--- config.mk ---
export PLATFORM = sky130hd
export DESIGN_NAME = i2c_reg_writer_flat
export DESIGN_NICKNAME = d
export VERILOG_FILES = /design/src/rtl/i2c_reg_writer_if.sv /design/src/rtl/i2c_reg_writer.sv /design/src/flat_wrapper.sv
export SDC_FILE = /design/constraint.sdc
export NUM_CORES = 1
export LEC_CHECK = 0
export ABC_CLOCK_PERIOD_IN_PS = 3400
export CAP_MARGIN = 20
export CELL_PAD_IN_SITES_DETAIL_PLACEMENT = 2
export CELL_PAD_IN_SITES_GLOBAL_PLACEMENT = 2
export CORE_MARGIN = 1.5
export CORE_UTILIZATION = 37
export CTS_CLUSTER_DIAMETER = 100
export DETAILED_ROUTE_END_ITERATION = 10
export GPL_TIMING_DRIVEN = 1
export PLACE_DENSITY_LB_ADDON = 0.1
export RECOVER_POWER = 100
export SETUP_SLACK_MARGIN = 0.02
export SYNTH_ARGS = -nofsm -noshare
export SYNTH_HDL_FRONTEND = slang
export SYNTH_SLANG_ARGS = --single-unit
--- constraint.sdc ---
create_clock -name clk -period 3.4 [get_ports clk]
set_clock_uncertainty 0.2 [all_clocks]
set_input_delay 1.02 -clock clk [delete_from_list [all_inputs] [get_ports clk]]
set_output_delay 1.02 -clock clk [all_outputs]
set_load 0.01 [all_outputs]
--- src/rtl/i2c_reg_writer_if.sv ---
// i2c_reg_writer_if: request/status handshake toward the codec-configuration
// controller plus the command/ready/SDA link toward bit_stream, bundled so the
// sequencer takes a single bus port.
//   slave  : the sequencer side (i2c_reg_writer)
//   master : the environment side (controller + bit_stream, or a testbench)
interface i2c_reg_writer_if;
  logic        start;
  logic [6:0]  dev_addr;
  logic [15:0] wdata;
  logic        busy;
  logic        done;
  logic        nack;
  logic [2:0]  command;
  logic        ready;
  logic        sda_in;

  modport slave (
    input  start, dev_addr, wdata, ready, sda_in,
    output busy, done, nack, command
  );

  modport master (
    output start, dev_addr, wdata, ready, sda_in,
    input  busy, done, nack, command
  );
endinterface

--- src/rtl/i2c_reg_writer.sv ---
// i2c_reg_writer: expands one register-write request (7-bit device address,
// 16-bit payload) into the 29-step I2C sequence START, addr+W, ACK, high byte,
// ACK, low byte, ACK, STOP, issuing one bit_stream command per step and
// handshaking on ready. ACK slots are sampled from SDA mid-bit.
//
// Build option: define I2C_ACK_ABORT_EN to jump straight to STOP after the
// first ACK slot that reads high. Without it all 29 steps always run and the
// NACK is only reported at done.
module i2c_reg_writer #(
  parameter int CYCLESPERBIT = 500
) (
  input  logic           clk,
  input  logic           reset,
  i2c_reg_writer_if.slave bus
);

  // bit_stream command codes
  localparam logic [2:0] CMDWAIT  = 3'd0;
  localparam logic [2:0] CMDSTART = 3'd1;
  localparam logic [2:0] CMDSTOP  = 3'd2;
  localparam logic [2:0] CMDBIT0  = 3'd3;
  localparam logic [2:0] CMDBIT1  = 3'd4;
  localparam logic [2:0] CMDRBIT  = 3'd5;

  localparam logic [4:0]  STEP_LAST = 5'd28;
  localparam logic [11:0] TIMER_MAX = 12'hFFF;
  // ACK is read in the middle of the SCK-high window
  localparam logic [11:0] SAMPLE_AT = 12'(CYCLESPERBIT / 2);

  typedef enum logic [2:0] {
    IDLE    = 3'd0,
    ISSUE   = 3'd1,
    WAITRDY = 3'd2,
    RELEASE = 3'd3,
    DONE    = 3'd4
  } state_t;

  state_t      state_r, state_s;
  logic [4:0]  step_r, step_s;
  logic [11:0] timer_r, timer_s;
  logic [6:0]  addr_r, addr_s;
  logic [15:0] data_r, data_s;
  logic        busy_r, busy_s;
  logic        done_r, done_s;
  logic        nack_r, nack_s;
  logic [2:0]  command_r, command_s;
  logic [4:0]  step_next_s;

  // Map a step index onto its bit_stream command. The 24 data bits form the
  // frame {addr, R/W=0, wdata}, sent MSB first with an ACK slot after each byte.
  function automatic logic [2:0] step_command(input logic [4:0]  step,
                                              input logic [6:0]  addr,
                                              input logic [15:0] data);
    logic [23:0] frame;
    logic [4:0]  idx;
    logic [2:0]  cmd;
    frame = {addr, 1'b0, data};
    idx   = 5'd0;
    cmd   = CMDWAIT;
    if (step == 5'd0) begin
      cmd = CMDSTART;
    end else if (step <= 5'd8) begin
      idx = 5'd24 - step;
      cmd = frame[idx] ? CMDBIT1 : CMDBIT0;
    end else if (step == 5'd9) begin
      cmd = CMDRBIT;
    end else if (step <= 5'd17) begin
      idx = 5'd25 - step;
      cmd = frame[idx] ? CMDBIT1 : CMDBIT0;
    end else if (step == 5'd18) begin
      cmd = CMDRBIT;
    end else if (step <= 5'd26) begin
      idx = 5'd26 - step;
      cmd = frame[idx] ? CMDBIT1 : CMDBIT0;
    end else if (step == 5'd27) begin
      cmd = CMDRBIT;
    end else if (step == STEP_LAST) begin
      cmd = CMDSTOP;
    end else begin
      cmd = CMDWAIT;
    end
    return cmd;
  endfunction

  // Choose the step that follows the current one (optionally cutting to STOP on NACK).
  always_comb begin
    step_next_s = step_r + 5'd1;
`ifdef I2C_ACK_ABORT_EN
    if (nack_r && ((step_r == 5'd9) || (step_r == 5'd18) || (step_r == 5'd27))) begin
      step_next_s = STEP_LAST;
    end else begin
      step_next_s = step_r + 5'd1;
    end
`else
    step_next_s = step_r + 5'd1;
`endif
  end

  // Next-state and next-output logic for the sequencer.
  always_comb begin
    state_s   = state_r;
    step_s    = step_r;
    timer_s   = timer_r;
    addr_s    = addr_r;
    data_s    = data_r;
    busy_s    = busy_r;
    done_s    = 1'b0;
    nack_s    = nack_r;
    command_s = command_r;
    case (state_r)
      IDLE: begin
        command_s = CMDWAIT;
        if (bus.start) begin
          addr_s  = bus.dev_addr;
          data_s  = bus.wdata;
          nack_s  = 1'b0;
          step_s  = 5'd0;
          busy_s  = 1'b1;
          state_s = ISSUE;
        end else begin
          state_s = IDLE;
        end
      end
      ISSUE: begin
        command_s = step_command(step_r, addr_r, data_r);
        timer_s   = 12'd0;
        state_s   = WAITRDY;
      end
      WAITRDY: begin
        if (timer_r != TIMER_MAX) begin
          timer_s = timer_r + 12'd1;
        end else begin
          timer_s = timer_r;
        end
        if ((command_r == CMDRBIT) && (timer_r == SAMPLE_AT) && bus.sda_in) begin
          nack_s = 1'b1;
        end else begin
          nack_s = nack_r;
        end
        // command drops to WAIT as the FSM enters RELEASE, never earlier
        if (bus.ready) begin
          command_s = CMDWAIT;
          state_s   = RELEASE;
        end else begin
          state_s   = WAITRDY;
        end
      end
      RELEASE: begin
        command_s = CMDWAIT;
        if (!bus.ready) begin
          if (step_r == STEP_LAST) begin
            state_s = DONE;
          end else begin
            step_s  = step_next_s;
            state_s = ISSUE;
          end
        end else begin
          state_s = RELEASE;
        end
      end
      DONE: begin
        command_s = CMDWAIT;
        done_s    = 1'b1;
        busy_s    = 1'b0;
        step_s    = 5'd0;
        state_s   = IDLE;
      end
      default: begin
        command_s = CMDWAIT;
        busy_s    = 1'b0;
        step_s    = 5'd0;
        state_s   = IDLE;
      end
    endcase
  end

  // State register plus captured request and registered outputs.
  always_ff @(posedge clk or negedge reset) begin
    if (!reset) begin
      state_r   <= IDLE;
      step_r    <= 5'd0;
      timer_r   <= 12'd0;
      addr_r    <= 7'd0;
      data_r    <= 16'd0;
      busy_r    <= 1'b0;
      done_r    <= 1'b0;
      nack_r    <= 1'b0;
      command_r <= CMDWAIT;
    end else begin
      state_r   <= state_s;
      step_r    <= step_s;
      timer_r   <= timer_s;
      addr_r    <= addr_s;
      data_r    <= data_s;
      busy_r    <= busy_s;
      done_r    <= done_s;
      nack_r    <= nack_s;
      command_r <= command_s;
    end
  end

  assign bus.busy    = busy_r;
  assign bus.done    = done_r;
  assign bus.nack    = nack_r;
  assign bus.command = command_r;

endmodule

--- src/flat_wrapper.sv ---
// flat-port wrapper written by rule: the top's interface ports become plain ports
module i2c_reg_writer_flat 
#(
  parameter int CYCLESPERBIT = 500
)
  (clk, reset, bus_start, bus_dev_addr, bus_wdata, bus_ready, bus_sda_in, bus_busy, bus_done, bus_nack, bus_command);
  i2c_reg_writer_if bus_i ();
  input  logic clk;
  input  logic reset;
  input wire logic [$bits(bus_i.start)-1:0] bus_start;
  input wire logic [$bits(bus_i.dev_addr)-1:0] bus_dev_addr;
  input wire logic [$bits(bus_i.wdata)-1:0] bus_wdata;
  input wire logic [$bits(bus_i.ready)-1:0] bus_ready;
  input wire logic [$bits(bus_i.sda_in)-1:0] bus_sda_in;
  output wire logic [$bits(bus_i.busy)-1:0] bus_busy;
  output wire logic [$bits(bus_i.done)-1:0] bus_done;
  output wire logic [$bits(bus_i.nack)-1:0] bus_nack;
  output wire logic [$bits(bus_i.command)-1:0] bus_command;
  assign bus_i.start = bus_start;
  assign bus_i.dev_addr = bus_dev_addr;
  assign bus_i.wdata = bus_wdata;
  assign bus_i.ready = bus_ready;
  assign bus_i.sda_in = bus_sda_in;
  assign bus_busy = bus_i.busy;
  assign bus_done = bus_i.done;
  assign bus_nack = bus_i.nack;
  assign bus_command = bus_i.command;
  i2c_reg_writer #(.CYCLESPERBIT(CYCLESPERBIT)) u_core (.clk(clk), .reset(reset), .bus(bus_i));
endmodule
* Word level (Yosys, flattened, before mapping)
Index checks and enable logic that the tools add are counted.
** Storage, ports and cells
- Bits in registers :: 49
- Input bits :: 28
- Output and inout port bits :: 6
- Logic and storage cells :: 88
** Cells by class
- Order comparisons :: 6
- Reductions and logical operators :: 13
- Eq/ne operators :: 17
- Bitwise gates (word level) :: 2
- Multiplexer cells :: 36
- $add $sub $neg :: 5
** Operators by type and width (count)
- 2-to-1 mux 3 bit :: 13
- one-hot mux 12 bit (2 select lines) :: 1
- less-than comparator 5 x 6 -> 1 bit, second input constant :: 3
- binary-select mux 1 bit (select 5 bit) :: 3
- equality test 5 bit, second input constant :: 3
- 2-to-1 mux 5 bit :: 3
- one-hot mux 5 bit (3 select lines) :: 1
- subtractor 5 bit, first input constant :: 3
- adder 12 x 1 -> 12 bit, second input constant :: 1
- equality test 12 x 8 -> 1 bit, second input constant :: 1
- 2-to-1 mux 12 bit :: 1
- != test 12 bit, second input constant :: 1
- one-hot mux 3 bit (4 select lines) :: 1
- <= comparator 5 bit, second input constant :: 2
- 2-to-1 mux 1 bit :: 9
- != test 2 bit, second input constant :: 4
- equality test 3 x 2 -> 1 bit, second input constant :: 2
- equality test 3 bit, second input constant :: 2
- one-hot mux 3 bit (2 select lines) :: 1
- AND reduction 2 bit :: 3
- adder 5 x 1 -> 5 bit, second input constant :: 1
- equality test 5 x 4 -> 1 bit, second input constant :: 1
- <= comparator 5 x 4 -> 1 bit, second input constant :: 1
- logical NOT 5 bit :: 1
- 12 further kinds :: 17

* Depth between registers and ports, before layout
- Word-level depth :: 11
- Depth in mapped cells :: 11
- Depth with buffers taken out :: 9

* Worst setup path after synthesis
No wires, ideal clock.
- Kind :: reg-to-reg
- From :: register u_core.step_r[1]
- To :: register u_core.command_r[2] (netlist: u_core.bus.command[2])
- Arrival time :: 2603 ps
- Required time :: 3079 ps
- Period minus slack after synthesis :: 2923 ps
- Library setup time :: 121 ps
- Stages on the path, launching flop included :: 11
- Buffers on the path :: 1
- Slack :: 477 ps
- Path through :: dfrtp_1 > inv_1 > ha_1 > buf_6 > inv_6 > mux4_1 > mux2_2 > and3_4 > o32ai_2 > o22ai_1 > a22o_1
** Between the ends
- Longest elaborated chain between the ends :: 11
- Elaborated cells between the ends (all ways) :: 27
- Classes of those cells :: 3 x add/sub; 3 x order compare; 3 x eq/ne; 17 x mux; 1 x reduce/logical
** RTL lines
- from (decl) :: line i2c_reg_writer.sv:39 : logic [4:0] step_r, step_s;
- from (signal assigned) :: line i2c_reg_writer.sv:191 : step_r <= step_s;
- subtractor 5 bit :: line i2c_reg_writer.sv:73 : idx = 5'd26 - step;
- binary-select mux 1 bit (select 5 bit) :: line i2c_reg_writer.sv:74 : cmd = frame[idx] ? CMDBIT1 : CMDBIT0;
- 2-to-1 mux 1 bit (not written as such) :: line i2c_reg_writer.sv:74
- 2-to-1 mux 3 bit :: line i2c_reg_writer.sv:74
- 2-to-1 mux 3 bit :: line i2c_reg_writer.sv:72 : end else if (step <= 5'd26) begin
- 2-to-1 mux 3 bit :: line i2c_reg_writer.sv:70 : end else if (step == 5'd18) begin
- 2-to-1 mux 3 bit :: line i2c_reg_writer.sv:67 : end else if (step <= 5'd17) begin
- 2-to-1 mux 3 bit :: line i2c_reg_writer.sv:65 : end else if (step == 5'd9) begin
- 2-to-1 mux 3 bit :: line i2c_reg_writer.sv:62 : end else if (step <= 5'd8) begin
- 2-to-1 mux 3 bit (*) :: line i2c_reg_writer.sv:60 : if (step == 5'd0) begin
- one-hot mux 3 bit (2 select lines) (*) :: line i2c_reg_writer.sv:110 : case (state_r)
- to (signal assigned) :: line i2c_reg_writer.sv:198 : command_r <= command_s;
- to (decl) :: line i2c_reg_writer.sv:46 : logic [2:0] command_r, command_s;
Every way passes the cells marked *; elsewhere a longest branch is shown, timed or not. The select of a mux whose other input is x is not followed.
A chain may end at the register's enable or synchronous reset.

* Worst setup path in the final report
- From :: register u_core.step_r[0]
- To :: register u_core.command_r[2] (netlist: u_core.bus.command[2])
The elaborated chain is that of the path after synthesis.

==> flow_summary.yaml <==
run_status:
  status: "finished with violations"
  violations: "capacitance limit, slew limit"
synthesis:
  yosys_warnings: 0
  synth_top_area_share_pct: 38.00
  syn_area_per_cell_um2: 10.51
  synthArstFlopShare_pct: 100.0
  netlist_area_mm2: 0.003227
  ys_types: 53
  ys_ff_latch: 49
  synthFlopType: "dfrtp_1"
  synthTopCellsByCount: "dfrtp_1 (49), nor2_1 (27), mux2_2 (24)"
  yosysMostFrequentCell: "dfrtp_1"
  ys_seq_area_share_pct: 38.00
  yosys.area.top_type: "dfrtp_1"
  ys_top_cells_by_area: "dfrtp_1 (38%), mux2_2 (8.4%), mux4_1 (6.5%)"
  syn_inst: 307
  synth_fp_nets: 346
  synth_edf_count: 0
final_layout:
  diodes: 0
  syn2layout_area_growth_pct: 18.34
  final_layout_size_suffix_gt1_share_pct: 16.71
  finalCoreUtilization_pct: 45.78
  final_nets: 385
  instances_no_fill: 452
placed_design:
  hpwlAfterDp_um: 6714
  gp_congestion: 0.8456
  dpl.cell_count: 444
  portBuffers: 33
setup_path:
  startpoint_type: "register"
  endpoint: "u_core.bus.command[2]"
  ff2ff_setup_slack_ns: 0.41
  startpoint: "u_core.step_r[0]"
  r2r-end: "u_core.bus.command[2]"
  r2r-start: "u_core.step_r[0]"
  worstSetupPathType: "reg -> reg"
  crit_fanout: 8
  cp-end-kind: "register"
  worstPathArrival_ns: 2.99
  r2r_cells: 9
  cp.required_ns: 3.41
clock_network:
  clk_latency_ns: 0.31
  cts-resized-gates: 0
  cts_made_buffers: 5
  cts_buffer_depth: 2
  clkTransAtPathRegs_ns: 0.10
  cts_tree: "done"
  hold_buffers: 0
  numClockSinks: 49
  htreeDepth: 2
  cts-root-buf: "clkbuf_8"
  post_cts_buffers: 0
route:
  drc: 0
  dr.pass1.iters: 4
  routed_via_density: 5.858
  vias: 2648
  final_antenna_net_count: 0
  routedWlPerCell_um: 19.60
  totalWireLength_um: 8857
  first_iter_violations: 76
sta:
  slew_viol_final: 32
  setup_viol: 0
  fmax_mhz: 334.8
  max_slew_margin_pct: -14.23
  rsz0062_at_grt: "false"
  min_period_ns: 2.987
  post-route-period-util_pct: 87.85
  setup_tns_ns: 0
  worst_pin_slew_ns: 1.713
  hold_viol: 0
pwr:
  finalPower_mw: 3.291
  power_leakage_nw: 1.571
  power_density_mw_per_mm2: 861.9
  peakVddDrop_v: 0.0004049
floorplan:
  dieWidth_um: 96.39
  io-pin-count: 34
  start_util_pct: 38.69
  die_area_mm2: 0.009290
  core-area_mm2: 0.008341
  dieHeight_um: 96.39
  fp-row-count: 33
global_routing:
  grt_usage_pct: 20.97
  antenna_found_initial: 0
  overflow: 0
  grt_pass1_vias: 2865
  grt_max_degree: 32
  grt_pass1_wl_um: 14660
job:
  cap_violations: 1
hold_path:
  timing.hold.worst.class: "reg -> reg"
  min_from: "u_core.bus.busy"
-- routing by layer --
metal	part of all wire (%)	GRT usage, %	vias up
li1	-	-	1218
met1	43	25.67	1372
met2	52	37.79	46
met3	2.8	3.599	12
met4	1.6	5.918	0
met5	0	0	-
-- placed cells by master (no fill, tap or decap), types with 5 or more instances in the layout --
master	synthesis	final
inv_1	11	11
mux2i_1	7	7
dlygate4sd3_1	0	8
clkdlybuf4s50_1	0	24
dfrtp_1	49	49
ha_1	11	11
xnor2_1	9	9
a21oi_1	12	12
mux4_2	6	6
nand3_1	12	12
buf_4	1	10
mux4_1	8	8
or3_1	7	7
o21ai_0	19	19
o22ai_1	6	6
nor2b_1	7	7
clkbuf_8	0	5
nand2_1	19	19
mux2_2	24	24
nand4_1	5	5
nor2_1	27	26
-- through the flow --
stage	cell area [um^2]	worst slack [ns]	hold slack (ns)
after global routing	3819	0.2084	0.3496
final	3819	0.4130	0.3166
after floorplan	3227	0.4765	0.3020
after CTS	3830	0.3890	0.3295
after detailed placement	3717	0.4282	0.3148
after global placement	3717	0.5253	0.3001
-- sequential cells by signal, indices dropped and copies added (netlist names) --
register	cells
u_core.addr_r	7
u_core.bus.busy	1
u_core.bus.command	3
u_core.bus.done	1
u_core.bus.nack	1
u_core.data_r	16
u_core.state_r	3
u_core.step_r	5
u_core.timer_r	12
-- worst max-delay path, stage by stage, from the launching register on --
cell,delay (ns)
dfrtp_1,0.42
inv_2,0.19
ha_1,0.33
inv_6,0.11
mux4_1,0.56
mux2_2,0.31
and3_4,0.18
o32ai_2,0.27
o22ai_1,0.12
a22o_1,0.19
-- how the worst min path moves through the flow --
stage,to,slack [ns],cells after the start
after floorplan,u_core.timer_r[0],0.30,1
after global placement,u_core.bus.nack,0.30,2
after detailed placement,u_core.bus.busy,0.31,2
after CTS,u_core.bus.busy,0.33,2
after global routing,u_core.bus.busy,0.35,2
final,u_core.bus.busy,0.32,2
-- power by group --
part	switching, mW	total, mW	internal, mW	leakage, nW
clock	0.222	0.443	0.221	0.0585
sequential	0.237	1.02	0.786	0.622
combinational	0.934	1.82	0.891	0.890
total	1.39	3.29	1.90	1.57
-- cell type report --
cell class,instances,area [um^2]
clock buffer,5,68.82
inverter,13,53.80
sequential,49,1226
fill,899,4522
multi-input combinational,231,1883
timing repair buffer,46,411.6
tap,105,131.4
clock inverter,3,43.79
-- cells by family after synthesis --
kind of cell	synth area share [%]
buffers and inverters	3.722
AOI/OAI and AO/OA	12.18
DFF	38.00
and+or+nand+nor	16.05
muxes	21.25
adders and majority gates	4.265
xor gates and xnor gates	4.537
No activity file was read; power rests on OpenSTA's default activity.
